### config.mk
export PLATFORM = sky130hd
export DESIGN_NAME = div_iter
export DESIGN_NICKNAME = d
export VERILOG_FILES = /design/src/rtl/div_iter_pkg.sv /design/src/rtl/div_iter.sv
export SDC_FILE = /design/constraint.sdc
export NUM_CORES = 1
export LEC_CHECK = 0
export CORE_MARGIN = 2
export CORE_UTILIZATION = 52
export CTS_CLUSTER_DIAMETER = 100
export DETAILED_ROUTE_END_ITERATION = 12
export PLACE_DENSITY = 0.78
export SLEW_MARGIN = 20
export SYNTH_ARGS = -nofsm -noshare
export SYNTH_HDL_FRONTEND = slang
export SYNTH_SLANG_ARGS = --single-unit
### constraint.sdc
create_clock -name clk -period 5.3 [get_ports clk]
set_input_delay 0.53 -clock clk [delete_from_list [all_inputs] [get_ports clk]]
set_output_delay 0.53 -clock clk [all_outputs]
set_load 0.01 [all_outputs]
### src/rtl/div_iter_pkg.sv
// Shared definitions for the iterative divider: state codes and handshake levels.
package div_iter_pkg;

  typedef enum logic [1:0] {
    DIV_FREE   = 2'b00,
    DIV_BYZERO = 2'b01,
    DIV_ON     = 2'b10,
    DIV_END    = 2'b11
  } div_state_t;

  localparam logic DIV_START            = 1'b1;
  localparam logic DIV_STOP             = 1'b0;
  localparam logic DIV_RESULT_READY     = 1'b1;
  localparam logic DIV_RESULT_NOT_READY = 1'b0;

endpackage

### src/rtl/div_iter.sv
// Multi-cycle radix-2 restoring divider answering the EX-stage div/divu handshake.
// Returns {remainder, quotient}; signed operation works on magnitudes and
// corrects the signs on the final step.
module div_iter
  import div_iter_pkg::*;
#(
  parameter int WIDTH = 32
) (
  input  logic               clk,
  input  logic               rst,
  input  logic               signed_div_i,
  input  logic [WIDTH-1:0]   opdata1_i,
  input  logic [WIDTH-1:0]   opdata2_i,
  input  logic               start_i,
  input  logic               annul_i,
  output logic [2*WIDTH-1:0] result_o,
  output logic               ready_o
);

  localparam int CNT_W = $clog2(WIDTH);
  localparam logic [CNT_W-1:0] LAST_STEP = CNT_W'(WIDTH - 1);
  localparam logic [CNT_W-1:0] CNT_ONE   = CNT_W'(1);

  // Magnitude of an operand when dividing signed, raw value otherwise.
  function automatic logic [WIDTH-1:0] abs_val(input logic is_signed,
                                               input logic [WIDTH-1:0] x);
    if (is_signed && x[WIDTH-1]) return (~x) + WIDTH'(1);
    return x;
  endfunction

  // Two's complement negation applied only when the result sign requires it.
  function automatic logic [WIDTH-1:0] neg_if(input logic neg,
                                              input logic [WIDTH-1:0] x);
    if (neg) return (~x) + WIDTH'(1);
    return x;
  endfunction

  div_state_t       state;
  logic [CNT_W-1:0] cnt;
  logic [WIDTH-1:0] quot_q;     // dividend bits shift out the top, quotient bits enter the bottom
  logic [WIDTH-1:0] rem_q;      // partial remainder
  logic [WIDTH-1:0] divisor_q;
  logic             neg_quot_q;
  logic             neg_rem_q;

  logic [WIDTH:0]   rem_shift;
  logic [WIDTH:0]   rem_diff;
  logic [WIDTH-1:0] rem_step;
  logic [WIDTH-1:0] quot_step;

  // One restoring step: shift in the next dividend bit, subtract if it fits.
  // The extra compare bit keeps the shifted remainder from overflowing; the
  // borrow out of bit WIDTH says the divisor did not fit.
  always_comb begin
    rem_shift = {rem_q, quot_q[WIDTH-1]};
    rem_diff  = rem_shift - {1'b0, divisor_q};
    rem_step  = {rem_q[WIDTH-2:0], quot_q[WIDTH-1]};
    quot_step = {quot_q[WIDTH-2:0], 1'b0};
    if (!rem_diff[WIDTH]) begin
      rem_step  = rem_diff[WIDTH-1:0];
      quot_step = {quot_q[WIDTH-2:0], 1'b1};
    end
  end

  // Handshake FSM with registered outputs; steps the divider while in ON.
  always_ff @(posedge clk) begin
    if (rst) begin
      state      <= DIV_FREE;
      cnt        <= '0;
      quot_q     <= '0;
      rem_q      <= '0;
      divisor_q  <= '0;
      neg_quot_q <= 1'b0;
      neg_rem_q  <= 1'b0;
      result_o   <= '0;
      ready_o    <= DIV_RESULT_NOT_READY;
    end else begin
      case (state)
        DIV_FREE: begin
          result_o <= '0;
          ready_o  <= DIV_RESULT_NOT_READY;
          if (start_i == DIV_START && !annul_i) begin
            if (opdata2_i == '0) begin
              state <= DIV_BYZERO;
            end else begin
              quot_q     <= abs_val(signed_div_i, opdata1_i);
              divisor_q  <= abs_val(signed_div_i, opdata2_i);
              rem_q      <= '0;
              cnt        <= '0;
              neg_quot_q <= signed_div_i & (opdata1_i[WIDTH-1] ^ opdata2_i[WIDTH-1]);
              neg_rem_q  <= signed_div_i & opdata1_i[WIDTH-1];
              state      <= DIV_ON;
            end
          end
        end
        DIV_BYZERO: begin
          result_o <= '0;
          ready_o  <= DIV_RESULT_READY;
          state    <= DIV_END;
        end
        DIV_ON: begin
          if (annul_i) begin
            result_o <= '0;
            ready_o  <= DIV_RESULT_NOT_READY;
            cnt      <= '0;
            state    <= DIV_FREE;
          end else begin
            rem_q  <= rem_step;
            quot_q <= quot_step;
            cnt    <= cnt + CNT_ONE;
            if (cnt == LAST_STEP) begin
              result_o <= {neg_if(neg_rem_q, rem_step), neg_if(neg_quot_q, quot_step)};
              ready_o  <= DIV_RESULT_READY;
              cnt      <= '0;
              state    <= DIV_END;
            end
          end
        end
        DIV_END: begin
          if (start_i == DIV_STOP || annul_i) begin
            result_o <= '0;
            ready_o  <= DIV_RESULT_NOT_READY;
            state    <= DIV_FREE;
          end
        end
        default: begin
          result_o <= '0;
          ready_o  <= DIV_RESULT_NOT_READY;
          state    <= DIV_FREE;
        end
      endcase
    end
  end

endmodule

==> results.json, run 1 <==
{
  "result_of_the_run": "complete, no violations",
  "cellLeakagePower_nw": 5.415,
  "layout_net_count": 1829,
  "worst-r2r-setup-slack_ns": 0.24,
  "required_ns": 5.68,
  "synth_top_flop_cell": "dfxtp_1",
  "ioPinCount": 134,
  "power_density_nw_per_um2": 351.2,
  "grt_overflow_total": 0,
  "hold_ws_ns": 0.4582,
  "dp.final_hpwl_um": 28850,
  "clock_sinks": 170,
  "critPathMaxFanout": 4,
  "start_kind": "flip-flop",
  "worst_r2r_start": "quot_q[31]",
  "die_y_um": 156.1,
  "fin_skew_ns": 0.01409,
  "hp-class": "reg2reg",
  "period_minus_slack_ns": 5.057,
  "via_count": 12280,
  "globalRouteMet2Util_pct": 49.47,
  "routed_wl_um": 38140,
  "place.detailed.instances": 1981,
  "post_synth_edffs": 0,
  "postSynth.asyncResetShare_pct": 0,
  "ffs_latches_synth": 170,
  "gr-usage-met3_pct": 5.528,
  "avgSynthCellArea_um2": 7.399,
  "grt_util_met1_pct": 42.10,
  "fmax_mhz": 197.8,
  "grt_max_degree": 76,
  "firstDrtPassIters": 5,
  "cts_max_level": 4,
  "slew_violations": 0,
  "finalHoldViolations": 0,
  "critPathKind": "reg2reg",
  "mostFrequentLayoutCell": "nand2_1",
  "placement.io_buffers": 133,
  "worstSkewPairLatency_ns": 0.44,
  "synth_nets": 1738,
  "postRouteAntennaNets": 0,
  "clock_tree_from_tritoncts": "done",
  "synth.cell_area_um2": 12030,
  "gr-max-usage-layer": "met2",
  "maxCapViolations": 0,
  "clockBufferDepth": 2,
  "layout_worst_path_cycle_share_pct": 95.41,
  "first_iter_violations": 1103,
  "worst_setup_hold_path_clk_slew_ns": 0.07,
  "grt_first_pass_wirelength_um": 60040,
  "coreArea_um2": 22710,
  "post_layout_nonfiller_instances": 2015,
  "yosysWarnings": 0,
  "synth-seq-area-share_pct": 28.29,
  "initial_antenna_violation_count": 0,
  "worstSetupStartpoint": "quot_q[31]",
  "grt_pass1_vias": 11300,
  "cpMostUsedCell": "inv_1",
  "layout.core_utilization_pct": 62.64,
  "track_usage_pct": 31.11,
  "crit_path_top_delay_cell": "or4_4",
  "cts.root.buffer_cell": "clkbuf_16",
  "final_cell_mix": "223 x nand2_1, 199 x nor2_1, 170 x dfxtp_1",
  "n_diodes": 0,
  "timing.max_slew.rel_slack_pct": 24.76,
  "start_util_pct": 52.98,
  "detail_route.vias_per_cell": 6.094,
  "cp_cell_sequence": "inv_1 -> ha_1 -> inv_1 -> fa_1 -> a211oi_2 -> o21ai_2 -> a32oi_2 -> nand3_2 -> a21bo_2 -> nor2_8 -> mux2i_1 -> ha_1 -> inv_1 -> nor4b_4 -> nor4b_4 -> a31oi_4 -> or4_4 -> or4_4 -> a211o_1 -> nand3_1",
  "wl_per_cell_um": 18.93,
  "power.ir.vdd_worst_v": 0.0004041,
  "dieWidth_um": 156.1,
  "setup.worst_path.end": "result_o[60]",
  "max_stage_delay_ns": 0.46,
  "synthCells": 1626,
  "ff2ff_path_depth": 20,
  "worst-slew-pin-transition_ns": 1.127,
  "fraction_of_layout_instances_using_a_drive_strength_above_1_pct": 7.052,
  "gp_congestion": 1.011,
  "critical_path_arrival_ns": 5.43,
  "rr_endpoint": "result_o[60]",
  "design.die.area_um2": 24370,
  "yosysUniqueCellTypes": 92,
  "std_cell_rows": 55,
  "area_growth_pct": 18.25,
  "drc_errors": 0,
  "cts-buffers-inserted": 17,
  "finalSetupViolations": 0,
  "crit_path_end_kind": "flip-flop"
}
critical path, delay by kind of cell, from the launching register on:
kind / cells / cell delay (ns)
and+or+nand+nor: 7 / 1.87
muxes: 1 / 0.25
buffers and inverters: 3 / 0.23
adders and majority gates: 3 / 0.80
AOI/OAI and AO/OA: 6 / 1.53
DFF: 1 / 0.33
timing repair:
item / 4_1_cts / 5_1_grt
hold buffers: 0 / 0
pin swaps: 0 / 3
endpoints found under the setup margin: 1 / 3
buffers inserted: 0 / 2
resized for setup: 1 / 7
endpoints found under the hold margin: 0 / 0
logic make-up after synthesis:
logic type	after synthesis	synth area share (%)
AOI/OAI and AO/OA	465	25.18
adders and majority gates	43	4.535
DFF	170	28.29
muxes	27	2.350
and+or+nand+nor	624	24.00
buffers and inverters	160	5.668
xor gates and xnor gates	137	9.974
state kept, by name, summed over array words and instances (netlist names), 2 cells and up:
| signal | count |
|---|---|
| rem_q | 32 |
| quot_q | 32 |
| cnt | 5 |
| divisor_q | 32 |
| state | 2 |
| result_o | 64 |
worst min path at each step:
| stage | cells after the start | end | startpoint |
|---|---|---|---|
| floorplan | 2 | divisor_q[31] | divisor_q[31] |
| global placement | 2 | result_o[55] | result_o[55] |
| detailed placement | 2 | result_o[61] | result_o[61] |
| CTS | 2 | result_o[61] | result_o[61] |
| global route | 2 | result_o[61] | result_o[61] |
| finish | 2 | result_o[61] | result_o[61] |
power by group:
part           internal (mW)  switching [mW]
sequential              1.39           0.124
combinational          0.771            1.44
clock                  0.669           0.596
total                   2.83            2.16
cell usage after synthesis (6+ instances only):
library cell	instances	area, µm²
a21oi_1	121	605.6
nor4_1	23	143.9
ha_1	42	525.5
and2_1	7	43.79
nand4_1	12	75.07
nand3b_1	8	60.06
dfxtp_1	170	3403
inv_1	61	229.0
or4_1	6	45.04
mux2i_1	20	200.2
a211oi_1	41	307.8
buf_2	9	45.04
a31oi_1	10	62.56
mux2_2	6	67.56
nor2_1	202	758.2
or3_1	11	68.82
nand2_1	223	837.1
o41ai_1	15	131.4
buf_1	10	37.54
clkbuf_1	69	259.0
xnor2_1	71	621.9
nand2b_1	15	93.84
nor3_1	40	200.2
o31ai_1	23	172.7
a22oi_1	56	420.4
or2_2	6	37.54
and3_1	12	75.07
a21o_1	15	112.6
nand3_1	23	115.1
xor2_1	66	578.1
o21ai_0	113	565.5
layout make-up:
class                           count  area (µm²)
Timing Repair Buffer              170        1632
Inverter                           62       232.7
Sequential cell                   170        3403
Fill cell                        2042        8483
Multi-Input combinational cell   1296        8015
Clock inverter                     14       157.7
Tap cell                          285       356.6
Clock buffer                       18       429.2
layer usage:
| metal | routed length [µm] | vias to the layer above |
|---|---|---|
| met2 | 17160 | 534 |
| met3 | 2701 | 79 |
| met4 | 1209 | 0 |
| li1 | - | 5980 |
| met5 | 0 | - |
| met1 | 17070 | 5687 |
metrics by stage:
step	total power [mW]	setup TNS, ns	instance area, µm²	worst slack (ns)
2_1_floorplan	3.036	0	12030	0.06120
3_3_place_gp	3.642	0	13580	0.1700
3_5_place_dp	3.663	0	13580	0.09035
4_1_cts	4.922	0	14170	0.1148
5_1_grt	5.279	-0.04090	14230	-0.04090
6_report	4.996	0	14230	0.2433
(Power assumes the default switching activity.)
==> run 2, diff against run 1 <==
--- a/config.mk
+++ b/config.mk
@@ -10,7 +10,7 @@
 export CTS_CLUSTER_DIAMETER = 100
 export DETAILED_ROUTE_END_ITERATION = 12
 export PLACE_DENSITY = 0.78
-export SLEW_MARGIN = 20
 export SYNTH_ARGS = -nofsm -noshare
 export SYNTH_HDL_FRONTEND = slang
 export SYNTH_SLANG_ARGS = --single-unit
+export TNS_END_PERCENT = 100
==> run 2 against run 1 <==
Combinational power barely moved; sequential share of layout area barely moved; cell count did not move; global-route usage did not move; sequential cell count did not move; critical endpoint unchanged; highest routed layer unchanged.
==> results.json, run 2 (same netlist as run 1, synthesis figures left out) <==
{
  "post_dp_cell_area_um2": 13580,
  "finish.instance_area_um2": 14220,
  "worst_setup_hold_path_clk_slew_ns": 0.07,
  "cts.hold.buffers_added": 0,
  "period_minus_slack_ns": 5.054,
  "std_cell_rows": 55,
  "worstSkewPairLatency_ns": 0.44,
  "hp-class": "reg2reg",
  "cts-buffers-inserted": 17,
  "wl_per_cell_um": 18.87,
  "timing.max_slew.rel_slack_pct": 21.49,
  "power_density_nw_per_um2": 350.9,
  "result_of_the_run": "complete, no violations",
  "hold_ws_ns": 0.4581,
  "design.die.area_um2": 24370,
  "worst-r2r-setup-slack_ns": 0.25,
  "critical_path_arrival_ns": 5.43,
  "first_iter_violations": 1089,
  "initial_antenna_violation_count": 0,
  "area_growth_pct": 18.21,
  "postRouteAntennaNets": 0,
  "cts.root.buffer_cell": "clkbuf_16",
  "die_y_um": 156.1,
  "layout_net_count": 1829,
  "critPathKind": "reg2reg",
  "fin_skew_ns": 0.01329,
  "final_cell_mix": "223 x nand2_1, 199 x nor2_1, 170 x dfxtp_1",
  "clock_sinks": 170,
  "clock_tree_from_tritoncts": "done",
  "clockBufferDepth": 2,
  "firstDrtPassIters": 5,
  "maxCapViolations": 0,
  "crit_path_end_kind": "flip-flop",
  "layout_worst_path_cycle_share_pct": 95.36,
  "coreArea_um2": 22710,
  "start_util_pct": 52.98,
  "power.ir.vdd_worst_v": 0.0003999,
  "via_count": 12230,
  "start_kind": "flip-flop",
  "cellLeakagePower_nw": 5.413,
  "critPathMaxFanout": 4,
  "routed_wl_um": 38030,
  "gp_congestion": 1.011,
  "n_diodes": 0,
  "finalHoldViolations": 0,
  "track_usage_pct": 31.11,
  "required_ns": 5.67,
  "detail_route.vias_per_cell": 6.070,
  "fmax_mhz": 197.9,
  "grt_first_pass_wirelength_um": 60040,
  "placement.io_buffers": 133,
  "grt_overflow_total": 0,
  "mostFrequentLayoutCell": "nand2_1",
  "dieWidth_um": 156.1,
  "slew_violations": 0,
  "cts_max_level": 4,
  "fraction_of_layout_instances_using_a_drive_strength_above_1_pct": 6.994,
  "dp.final_hpwl_um": 28850,
  "drc_errors": 0,
  "ioPinCount": 134,
  "grt_max_degree": 76,
  "worst-slew-pin-transition_ns": 1.169,
  "grt_pass1_vias": 11300,
  "largest_register_ff_count": 64,
  "finalSetupViolations": 0,
  "largest_register": "result_o"
}
-- run 2: worst paths after layout --
kind	from	endpoint	cells past startpoint
worst max-delay path	quot_q[31]	result_o[60]	20
worst min-delay path	result_o[61]	result_o[61]	2
worst max register to register	quot_q[31]	result_o[60]	20
worst min register to register	result_o[61]	result_o[61]	2
-- run 2: what timing repair did --
item                                    4_1_cts  5_1_grt
gates resized for setup                       1        7
endpoints found under the setup margin        1        3
buffers inserted                              0        2
pin swaps                                     0        3
-- run 2: critical path: stages, from the launching register on --
cell and delay, ns:
dfxtp_1 0.33, inv_1 0.07, ha_1 0.18, inv_1 0.06, fa_1 0.42, a211oi_2 0.32
o21ai_2 0.13, a32oi_2 0.34, nand3_2 0.16, a21bo_2 0.28, nor2_8 0.13, mux2i_1 0.24
ha_1 0.20, inv_1 0.09, nor4b_4 0.30, nor4b_4 0.33, a31oi_4 0.16, or4_4 0.46
or4_4 0.43, a211o_1 0.30, nand3_1 0.06
-- run 2: report_power, final --
group          switching, mW  internal (mW)  total (mW)
Combinational           1.44          0.771        2.21
Sequential             0.123           1.39        1.52
Clock                  0.596          0.669        1.26
-- run 2: cell type report --
type / count / area [µm²]
Sequential cell: 170 / 3403
Fill cell: 2042 / 8488
Multi-Input combinational cell: 1296 / 8010
Clock inverter: 14 / 157.7
Inverter: 62 / 232.7
Timing Repair Buffer: 170 / 1632
Clock buffer: 18 / 429.2
Tap cell: 285 / 356.6
-- run 2: per-layer routing --
layer  track usage (%)  vias to the layer above  routed length [µm]
met5                 0                        -                   0
met4             11.84                        0                1202
met3             5.528                       81                2620
met2             49.47                      498               17210
met1             42.10                     5676               16990
li1                  -                     5976                   -
-- run 2: through the flow --
stage / worst slack (ns) / total power [mW] / std cells / utilization (%) / TNS (ns)
finish: 0.2460 / 4.990 / 2015 / 62.62 / 0
global route: -0.04356 / 5.278 / 2015 / 62.62 / -0.04356
CTS: 0.1148 / 4.922 / 2013 / 62.39 / 0
detailed placement: 0.09035 / 3.663 / 1981 / 59.78 / 0
global placement: 0.1700 / 3.642 / 1981 / 59.78 / 0
floorplan: 0.06120 / 3.036 / 1626 / - / 0
==> run 3, diff against run 2 <==
--- a/config.mk
+++ b/config.mk
@@ -6,10 +6,11 @@
 export NUM_CORES = 1
 export LEC_CHECK = 0
 export CORE_MARGIN = 2
-export CORE_UTILIZATION = 52
+export CORE_UTILIZATION = 25
 export CTS_CLUSTER_DIAMETER = 100
 export DETAILED_ROUTE_END_ITERATION = 12
-export PLACE_DENSITY = 0.78
+export GPL_ROUTABILITY_DRIVEN = 0
+export PLACE_DENSITY = 0.43
 export SYNTH_ARGS = -nofsm -noshare
 export SYNTH_HDL_FRONTEND = slang
 export SYNTH_SLANG_ARGS = --single-unit
==> run 3 against run 2 <==
Hold slack lost 0.0028 ns; global-route usage fell by 13 points; fmax up 1.3%; critical path type unchanged; critical path depth is 2 lower; sequential share of layout area is 1.0 points lower; largest power group unchanged; clock-buffer cell count decreased by 1.
==> results.json, run 3 (same netlist as run 1, synthesis figures left out) <==
{
  "result_of_the_run": "complete, no violations",
  "ioPinCount": 134,
  "start_kind": "flip-flop",
  "std_cell_rows": 80,
  "dieWidth_um": 223.4,
  "placement.io_buffers": 133,
  "power.ir.vdd_worst_v": 0.0002434,
  "layout_net_count": 1854,
  "track_usage_pct": 18.08,
  "hp-class": "reg2reg",
  "max_stage_delay_ns": 0.47,
  "finalHoldViolations": 0,
  "crit_path_end_kind": "flip-flop",
  "critPathKind": "reg2reg",
  "routed_wl_um": 44480,
  "timing.final.ws_setup_ns": 0.3132,
  "post_layout_nonfiller_instances": 2371,
  "drc_errors": 0,
  "grt_overflow_total": 0,
  "detail_route.vias_per_cell": 5.088,
  "cts_max_level": 4,
  "period_minus_slack_ns": 4.987,
  "mostFrequentLayoutCell": "nand2_1",
  "start_util_pct": 25.25,
  "dp.final_hpwl_um": 34060,
  "post_dp_cell_area_um2": 14130,
  "dpl_worst_slack_ns": 0.03310,
  "fraction_of_layout_instances_using_a_drive_strength_above_1_pct": 8.490,
  "worst-slew-pin-transition_ns": 1.256,
  "critical_path_arrival_ns": 5.40,
  "wl_per_cell_um": 18.76,
  "largest_register_ff_count": 64,
  "required_ns": 5.72,
  "layout_worst_path_cycle_share_pct": 94.09,
  "rsz0062_at_grt": "no",
  "cts.root.buffer_cell": "clkbuf_16",
  "design.die.area_um2": 49890,
  "worst_setup_hold_path_clk_slew_ns": 0.07,
  "clock_sinks": 170,
  "whs_path_depth": 2,
  "clock_tree_from_tritoncts": "done",
  "postRouteAntennaNets": 0,
  "initial_antenna_violation_count": 0,
  "critPathMaxFanout": 6,
  "final_cell_mix": "223 x nand2_1, 199 x nor2_1, 170 x dfxtp_1",
  "fmax_mhz": 200.5,
  "finish.instance_area_um2": 14850,
  "total_power_mw": 5.172,
  "coreArea_um2": 47650,
  "grt_first_pass_wirelength_um": 69320,
  "cts-buffers-inserted": 17,
  "firstDrtPassIters": 6,
  "slew_violations": 0,
  "cellLeakagePower_nw": 5.552,
  "n_fill_cell": 5197,
  "fin_skew_ns": 0.02390,
  "grt_max_degree": 70,
  "grt_pass1_vias": 11640,
  "cp_cell_sequence": "ha_1 -> nand4_1 -> nor4_2 -> a32oi_2 -> buf_4 -> and4b_1 -> o21a_4 -> nor2_8 -> mux2i_2 -> ha_1 -> inv_1 -> nor4b_4 -> nor4b_4 -> a31oi_4 -> or4_4 -> or4_4 -> a211o_1 -> nand3_1",
  "largest_register": "result_o",
  "area_growth_pct": 23.46,
  "die_y_um": 223.4,
  "maxCapViolations": 0,
  "power_density_nw_per_um2": 348.2,
  "finalSetupViolations": 0,
  "place.detailed.instances": 2332,
  "first_iter_violations": 823,
  "clockBufferDepth": 2,
  "totalNegativeSetupSlack_ns": 0,
  "timing.max_slew.rel_slack_pct": 15.75,
  "via_count": 12060,
  "worstSkewPairLatency_ns": 0.49,
  "ff2ff_path_depth": 18,
  "crit_path_top_delay_cell": "or4_4"
}
## run 3: cell type report
| cell class | instances | area (µm²) | area share (%) |
|---|---|---|---|
| diodes | 1 | 2.502 | 0.01685 |
| clock buffers | 17 | 425.4 | 2.864 |
| clock inverters | 15 | 187.7 | 1.264 |
| inverters | 62 | 232.7 | 1.567 |
| multi-input cells | 1296 | 8025 | 54.03 |
| flip-flops and latches | 170 | 3403 | 22.91 |
| well taps | 615 | 769.5 | 5.181 |
| repair buffers | 195 | 1807 | 12.16 |
## run 3: metrics by stage
step	hold slack [ns]	utilization [%]
after floorplan	0.4461	-
after global placement	0.4417	29.66
after detailed placement	0.4468	29.66
after CTS	0.4629	30.96
after global routing	0.4742	31.17
final	0.4553	31.17
## run 3: path summary, 6_finish.rpt
kind                 from      endpoint  slack [ns]
max             rem_q[18]  result_o[60]        0.31
min          result_o[47]  result_o[47]        0.46
min reg2reg  result_o[47]  result_o[47]        0.46
max reg2reg     rem_q[18]  result_o[60]        0.31
## run 3: per-layer routing
metal / vias to the layer above / GRT usage, % / routed length [µm]
li1: 6026 / - / -
met1: 5719 / 23.83 / 20520
met2: 275 / 29.57 / 21020
met3: 44 / 3.424 / 1936
met4: 0 / 6.215 / 1004
met5: - / 0 / 0
## run 3: worst max-delay path, delay by kind of cell, from the launching register on
kind                     cells  cell delay [ns]
adder cells (fa/ha/maj)      2             0.58
multiplexers                 1             0.25
buffers and inverters        2             0.26
AO/OA/AOI/OAI                4             0.88
flip-flops                   1             0.40
AND/OR/NAND/NOR              9             2.54
## run 3: what timing repair did
item | CTS | global route
pin swaps | 0 | 5
resized for setup | 1 | 10
hold buffers | 0 | 0
endpoints found under the setup margin | 1 | 3
setup buffers | 0 | 6
## run 3: power breakdown
group / internal (mW) / total, mW / switching (mW) / leakage (nW)
clock: 0.714 / 1.35 / 0.632 / 0.300
sequential: 1.39 / 1.51 / 0.119 / 1.38
combinational: 0.816 / 2.31 / 1.50 / 3.87
total: 2.92 / 5.17 / 2.25 / 5.55
